[config.mk]
export PLATFORM = sky130hd
export DESIGN_NAME = mem_port_arbiter
export DESIGN_NICKNAME = d
export VERILOG_FILES = /design/src/rtl/mem_port_arbiter.sv
export SDC_FILE = /design/constraint.sdc
export NUM_CORES = 1
export LEC_CHECK = 0
export CAP_MARGIN = 20
export CORE_MARGIN = 2
export CORE_UTILIZATION = 42
export CTS_CLUSTER_DIAMETER = 40
export DETAILED_ROUTE_END_ITERATION = 6
export PLACE_DENSITY = 0.81
export SLEW_MARGIN = 20
export SYNTH_ARGS = -nofsm -noshare
export SYNTH_HDL_FRONTEND = slang
export SYNTH_SLANG_ARGS = --single-unit
[constraint.sdc]
create_clock -name clk -period 2.7 [get_ports clk]
set_clock_uncertainty 0.15 [all_clocks]
set_input_delay 0.27 -clock clk [delete_from_list [all_inputs] [get_ports clk]]
set_output_delay 0.27 -clock clk [all_outputs]
set_load 0.03 [all_outputs]
[src/rtl/mem_port_arbiter.sv]
// Round-robin arbiter sharing one single-port RAM (1-cycle registered read)
// between the instruction-fetch port and the data load/store port.
module mem_port_arbiter #(
    parameter int unsigned DATA_WIDTH = 32,
    parameter int unsigned ADDR_WIDTH = 32
) (
    input  logic                  clk,
    input  logic                  reset,
    input  logic                  i_req,
    input  logic [ADDR_WIDTH-1:0] i_addr,
    output logic                  i_ack,
    output logic [DATA_WIDTH-1:0] i_rdata,
    input  logic                  d_req,
    input  logic                  d_we,
    input  logic [ADDR_WIDTH-1:0] d_addr,
    input  logic [DATA_WIDTH-1:0] d_wdata,
    output logic                  d_ack,
    output logic [DATA_WIDTH-1:0] d_rdata,
    output logic [ADDR_WIDTH-1:0] ram_addr,
    output logic [DATA_WIDTH-1:0] ram_data,
    output logic                  ram_we,
    input  logic [DATA_WIDTH-1:0] ram_q,
    output logic                  busy,
    output logic                  grant
);

    typedef enum logic [1:0] {
        ST_IDLE   = 2'd0,
        ST_ACCESS = 2'd1,
        ST_RESP   = 2'd2
    } state_e;

    state_e                state_q, state_d;
    logic [ADDR_WIDTH-1:0] ram_addr_q, ram_addr_d;
    logic [DATA_WIDTH-1:0] ram_data_q, ram_data_d;
    logic                  ram_we_q, ram_we_d;
    logic                  i_ack_q, i_ack_d;
    logic                  d_ack_q, d_ack_d;
    logic [DATA_WIDTH-1:0] i_rdata_q, i_rdata_d;
    logic [DATA_WIDTH-1:0] d_rdata_q, d_rdata_d;
    logic                  grant_q, grant_d;
    logic                  busy_q, busy_d;
    logic                  i_elig, d_elig, pick_d;

    // State and output registers; reset abandons any access in flight
    always_ff @(posedge clk or negedge reset) begin
        if (!reset) begin
            state_q    <= ST_IDLE;
            ram_addr_q <= '0;
            ram_data_q <= '0;
            ram_we_q   <= 1'b0;
            i_ack_q    <= 1'b0;
            d_ack_q    <= 1'b0;
            i_rdata_q  <= '0;
            d_rdata_q  <= '0;
            grant_q    <= 1'b1;
            busy_q     <= 1'b0;
        end else begin
            state_q    <= state_d;
            ram_addr_q <= ram_addr_d;
            ram_data_q <= ram_data_d;
            ram_we_q   <= ram_we_d;
            i_ack_q    <= i_ack_d;
            d_ack_q    <= d_ack_d;
            i_rdata_q  <= i_rdata_d;
            d_rdata_q  <= d_rdata_d;
            grant_q    <= grant_d;
            busy_q     <= busy_d;
        end
    end

    // Next-state: a port still seeing its own ack is not eligible again yet
    always_comb begin
        state_d    = state_q;
        ram_addr_d = ram_addr_q;
        ram_data_d = ram_data_q;
        ram_we_d   = 1'b0;
        i_ack_d    = 1'b0;
        d_ack_d    = 1'b0;
        i_rdata_d  = i_rdata_q;
        d_rdata_d  = d_rdata_q;
        grant_d    = grant_q;
        i_elig     = i_req & ~i_ack_q;
        d_elig     = d_req & ~d_ack_q;
        pick_d     = (i_elig & d_elig) ? ~grant_q : d_elig;

        unique case (state_q)
            ST_IDLE: begin
                if (i_elig | d_elig) begin
                    grant_d    = pick_d;
                    ram_addr_d = pick_d ? d_addr : i_addr;
                    ram_data_d = pick_d ? d_wdata : ram_data_q;
                    ram_we_d   = pick_d & d_we;
                    state_d    = ST_ACCESS;
                end
            end
            ST_ACCESS: begin
                if (ram_we_q) begin
                    d_ack_d = 1'b1;
                    state_d = ST_IDLE;
                end else begin
                    state_d = ST_RESP;
                end
            end
            ST_RESP: begin
                if (grant_q) begin
                    d_rdata_d = ram_q;
                    d_ack_d   = 1'b1;
                end else begin
                    i_rdata_d = ram_q;
                    i_ack_d   = 1'b1;
                end
                state_d = ST_IDLE;
            end
            default: state_d = ST_IDLE;
        endcase

        busy_d = (state_d != ST_IDLE);
    end

    assign i_ack    = i_ack_q;
    assign d_ack    = d_ack_q;
    assign i_rdata  = i_rdata_q;
    assign d_rdata  = d_rdata_q;
    assign ram_addr = ram_addr_q;
    assign ram_data = ram_data_q;
    assign ram_we   = ram_we_q;
    assign grant    = grant_q;
    assign busy     = busy_q;

endmodule

==> Word-level counts from Yosys, hierarchy flattened <==
Cells that the tools add are included.
{ "op_classes": {"n_eq_ne": 2, "n_mux": 12, "n_bitwise": 8, "n_reduce_logical": 6} }
{ "op_table": {"columns": ["cell", "count"], "rows": [
  ["$mux 32", 1],
  ["$mux 1", 7],
  ["$reduce_and 2->1", 3],
  ["$and 1x1->1", 4],
  ["$mux 2", 2],
  ["$pmux 2 s2", 1],
  ["$not 1->1", 3],
  ["$reduce_and 3->1", 1],
  ["$eq 2x1->1 const B", 1],
  ["$eq 2x2->1 const B", 1],
  ["$logic_not 2->1", 1],
  ["$pmux 1 s2", 1],
  ["$reduce_bool 2->1", 1],
  ["$or 1x1->1", 1]
]} }
{ "word_totals": {"reg_bits": 135, "input_bits": 133} }

==> Logic depth before layout (Yosys ltp) <==
{ "depth": {"word_depth": 7, "ltp_mapped": 7, "ltp_nobuf": 5} }

==> Worst setup path before layout <==
OpenSTA, ideal clock, no wires.
{ "synth_timing": {"path_kind": "register -> register", "start": "register state_q[0]", "end": "register ram_data_q[10] (netlist: ram_data[10])", "t_arrival_ns": 1.683, "path_slack_ns": 0.742, "path_stages_with_launch": 8, "path_buffers": 2, "synth_period_minus_slack_ns": 1.958, "cell_sequence": "dfrtp_1 > inv_1 > ha_1 > inv_1 > or3_1 > buf_2 > buf_6 > mux2_4"} }
{ "synth_between": {"elab_chain_cells": 2} }
{ "synth_rtl": {"columns": ["item", "line_no", "source"], "rows": [
  ["from (decl)", "33", "state_e state_q, state_d;"],
  ["from (signal assigned)", "59", "state_q <= state_d;"],
  ["$logic_not 2->1", "87", "unique case (state_q)"],
  ["$reduce_and 3->1 (no source line)", null, null],
  ["to (signal assigned)", "61", "ram_data_q <= ram_data_d;"],
  ["to (decl)", "35", "logic [DATA_WIDTH-1:0] ram_data_q, ram_data_d;"]
]} }
No other way between the ends.
A chain may end at the register's enable or synchronous reset.

==> Worst setup path in the final report <==
{ "layout_timing": {"start": "register state_q[0]", "end": "register ram_data_q[17] (netlist: ram_data[17])"} }
Same word-level chain as after synthesis.

==> metrics.yaml <==
clock_network:
  htreeDepth: 4
  clockRootBuffer: "clkbuf_16"
  numCtsBuffers: 17
  clk_transition_reported_paths_ns: 0.06
  clk_latency_ns: 0.41
  post-cts-setup-buffers: 0
  clk_path_buf_depth: 2
  cts_sinks: 135
  cts_tree: "yes"
cells_and_area:
  n_fill_cell: 935
  insertedDiodeCount: 0
  final_nets: 822
  drive_above_1_share_pct: 21.17
  syn2layout_area_growth_pct: 58.70
  postLayoutCoreUtil_pct: 67.94
critical_path:
  r2r-start: "state_q[0]$_DFF_PN0_"
  r2r_cells: 6
  critPathSlowestCell: "or3_2"
  timing.rr.end: "ram_data[17]$_DFFE_PN0P_"
  cp_cell_sequence: "inv_1, ha_1, inv_1, or3_2, buf_4, mux2_4"
  crit_top_cell: "inv_1"
  worstPathArrival_ns: 2.36
  worstPathMaxFanout: 34
  worst_setup_path_start_kind: "flip-flop"
  critical_path_class: "flip-flop to flip-flop"
  cp-end-kind: "flip-flop"
  cp.required_ns: 2.84
  worst-r2r-setup-slack_ns: 0.48
  slowest_delay_ns: 0.47
global_routing:
  grt_pass1_vias: 5004
  grt_pass1_wl_um: 25720
  grt_use_total_pct: 22.33
  overflow: 0
  antenna_found_initial: 0
  grt_max_degree: 69
route:
  dr.pass1.iters: 5
  drt_iter0_markers: 391
  drc_errors: 0
  via_per_inst: 5.453
  ant_nets: 0
  vias: 4793
  wl_um: 16770
  wl_per_cell_um: 19.08
pwr:
  p_per_area_nw_per_um2: 1385
  cellLeakagePower_nw: 3.992
  peakVddDrop_mv: 0.7420
job:
  drv_cap: 0
placement:
  gp_congestion: 0.7970
  dp.final_hpwl_um: 11980
  io_buffers: 265
timing:
  setup_violations: 0
  slew_headroom_pct: 59.46
  finalHoldViolCount: 0
  maxSlewViolCount: 0
  fin_tns_setup_ns: 0
  fmax_mhz: 450.2
  rsz0062_at_grt: "false"
  tightestPinTransition_ns: 0.6081
  finalCritPeriodShare_pct: 82.27
  min_period_ns: 2.221
yosys:
  yosysUniqueCellTypes: 26
  synth_seq_cells: 135
  yosys.area.top_type: "dfrtp_1"
  yosys_warnings: 0
  yosysTopAreaCellShare_pct: 56.65
  ys_seq_area_share_pct: 57.09
  yosys-top-cells-area: "dfrtp_1 (57%), mux2_2 (13%), mux2_4 (7.1%), and3b_1 (4.9%), a221oi_1 (4.7%)"
  syn_avg_cell_area_um2: 13.93
  netlist_instances: 425
  synth_nets: 561
  syn-cell-area_um2: 5919
floorplanning:
  start_util_pct: 42.81
  die_area_um2: 15060
  boundaryPins: 266
  coreArea_um2: 13830
  die_w_um: 122.7
  die_y_um: 122.7
  rows: 43
outcome:
  status: "complete, no violations"
worst_hold_path:
  min_path_type: "primary input to async pin"
placed cells by master, fill, tap and decap left out, drive strengths merged, types with 17 or more instances in the layout:
cell type and n:
a221oi 32, a2bb2oi 32, and3b 33, buf 17
clkbuf 20, clkdlybuf4s50 264, dfrtp 134, mux2 96
o21ai 34
cell families after synthesis:
group                    Yosys count  synth area share [%]
AO/OA/AOI/OAI                    101                 12.66
adder cells (fa/ha/maj)            3                0.6342
buffers and inverters             45                 3.403
flip-flops                       135                 57.09
multiplexers                      96                 20.04
AND/OR/NAND/NOR                   45                 6.172
metal layers:
| metal | wire length, um | vias up | GRT usage (%) | share of wire, % |
|---|---|---|---|---|
| li1 | - | 2132 | - | - |
| met1 | 6279 | 2341 | 25.48 | 37 |
| met2 | 8408 | 284 | 37.33 | 50 |
| met3 | 1671 | 36 | 8.457 | 10 |
| met4 | 414 | 0 | 9.698 | 2.5 |
| met5 | 0 | - | 0 | 0 |
through the flow:
stage	setup WS (ns)	cell area, um2	hold WS, ns	power [mW]	cells
after detailed placement	0.3668	8786	0.05602	10.74	846
final	0.4786	9394	0.1875	13.01	879
after global placement	0.4156	8786	0.05464	10.54	846
after floorplan	0.7418	5919	-0.1756	7.801	425
after CTS	0.4594	9394	0.1798	13.12	879
after global routing	0.4178	9394	0.2224	13.61	879
cell type report:
cell class / count / area [um2] / share of cell area, %
Inverter: 5 / 18.77 / 0.1998
Clock inverter: 12 / 151.4 / 1.612
Timing Repair Buffer: 282 / 2821 / 30.03
Sequential cell: 135 / 3379 / 35.97
Clock buffer: 20 / 446.7 / 4.755
Tap cell: 180 / 225.2 / 2.397
Multi-Input combinational cell: 245 / 2351 / 25.03
how the worst max path moves through the flow:
stage,from,endpoint,slack (ns),cells past startpoint
final,state_q[0]$_DFF_PN0_,ram_data[17]$_DFFE_PN0P_,0.48,6
after CTS,d_ack$_DFF_PN0_,d_ack,0.46,2
after global placement,i_req,ram_data[17]$_DFFE_PN0P_,0.42,5
after floorplan,state_q[0]$_DFF_PN0_,ram_data[10]$_DFFE_PN0P_,0.74,7
after detailed placement,i_req,ram_data[17]$_DFFE_PN0P_,0.37,5
after global routing,state_q[0]$_DFF_PN0_,ram_data[17]$_DFFE_PN0P_,0.42,6
power breakdown:
group          internal (mW)  switching (mW)  total, mW
Sequential              3.07           0.597       3.67
Combinational           3.33            3.70       7.02
Clock                   1.47           0.841       2.31
critical path: cells and delay by family (launching register included):
kind,cells,cell delay (ns)
buffers and inverters,3,0.52
adder cells (fa/ha/maj),1,0.19
multiplexers,1,0.37
AND/OR/NAND/NOR,1,0.47
flip-flops,1,0.38
registers in the layout, summed over array words and instances, names as in the netlist:
name      flops
ram_addr     32
ram_data     32
grant         1
ram_we        1
busy          1
i_ack         1
state_q       2
d_rdata      32
d_ack         1
i_rdata      32
synth_stat cells (all sizes together):
library cell	instances
dfrtp	134
mux2	96
o21ai	34
and3b	33
a221oi	32
a2bb2oi	32
clkbuf	26
buf	14
inv	5
ha	3
nand2	3
nand2b	3
a21boi	1
a21oi	1
a31oi	1
and4	1
dfstp	1
nand3b	1
nand4	1
nor2	1
nor2b	1
or3	1
repair_timing:
action                                 4_1_cts  5_1_grt
setup endpoints to repair                    0        0
gates resized for setup                      0        0
hold buffers                                 1        0
endpoints found under the hold margin       48        0
Note: power is estimated with default switching activity, not from simulation.
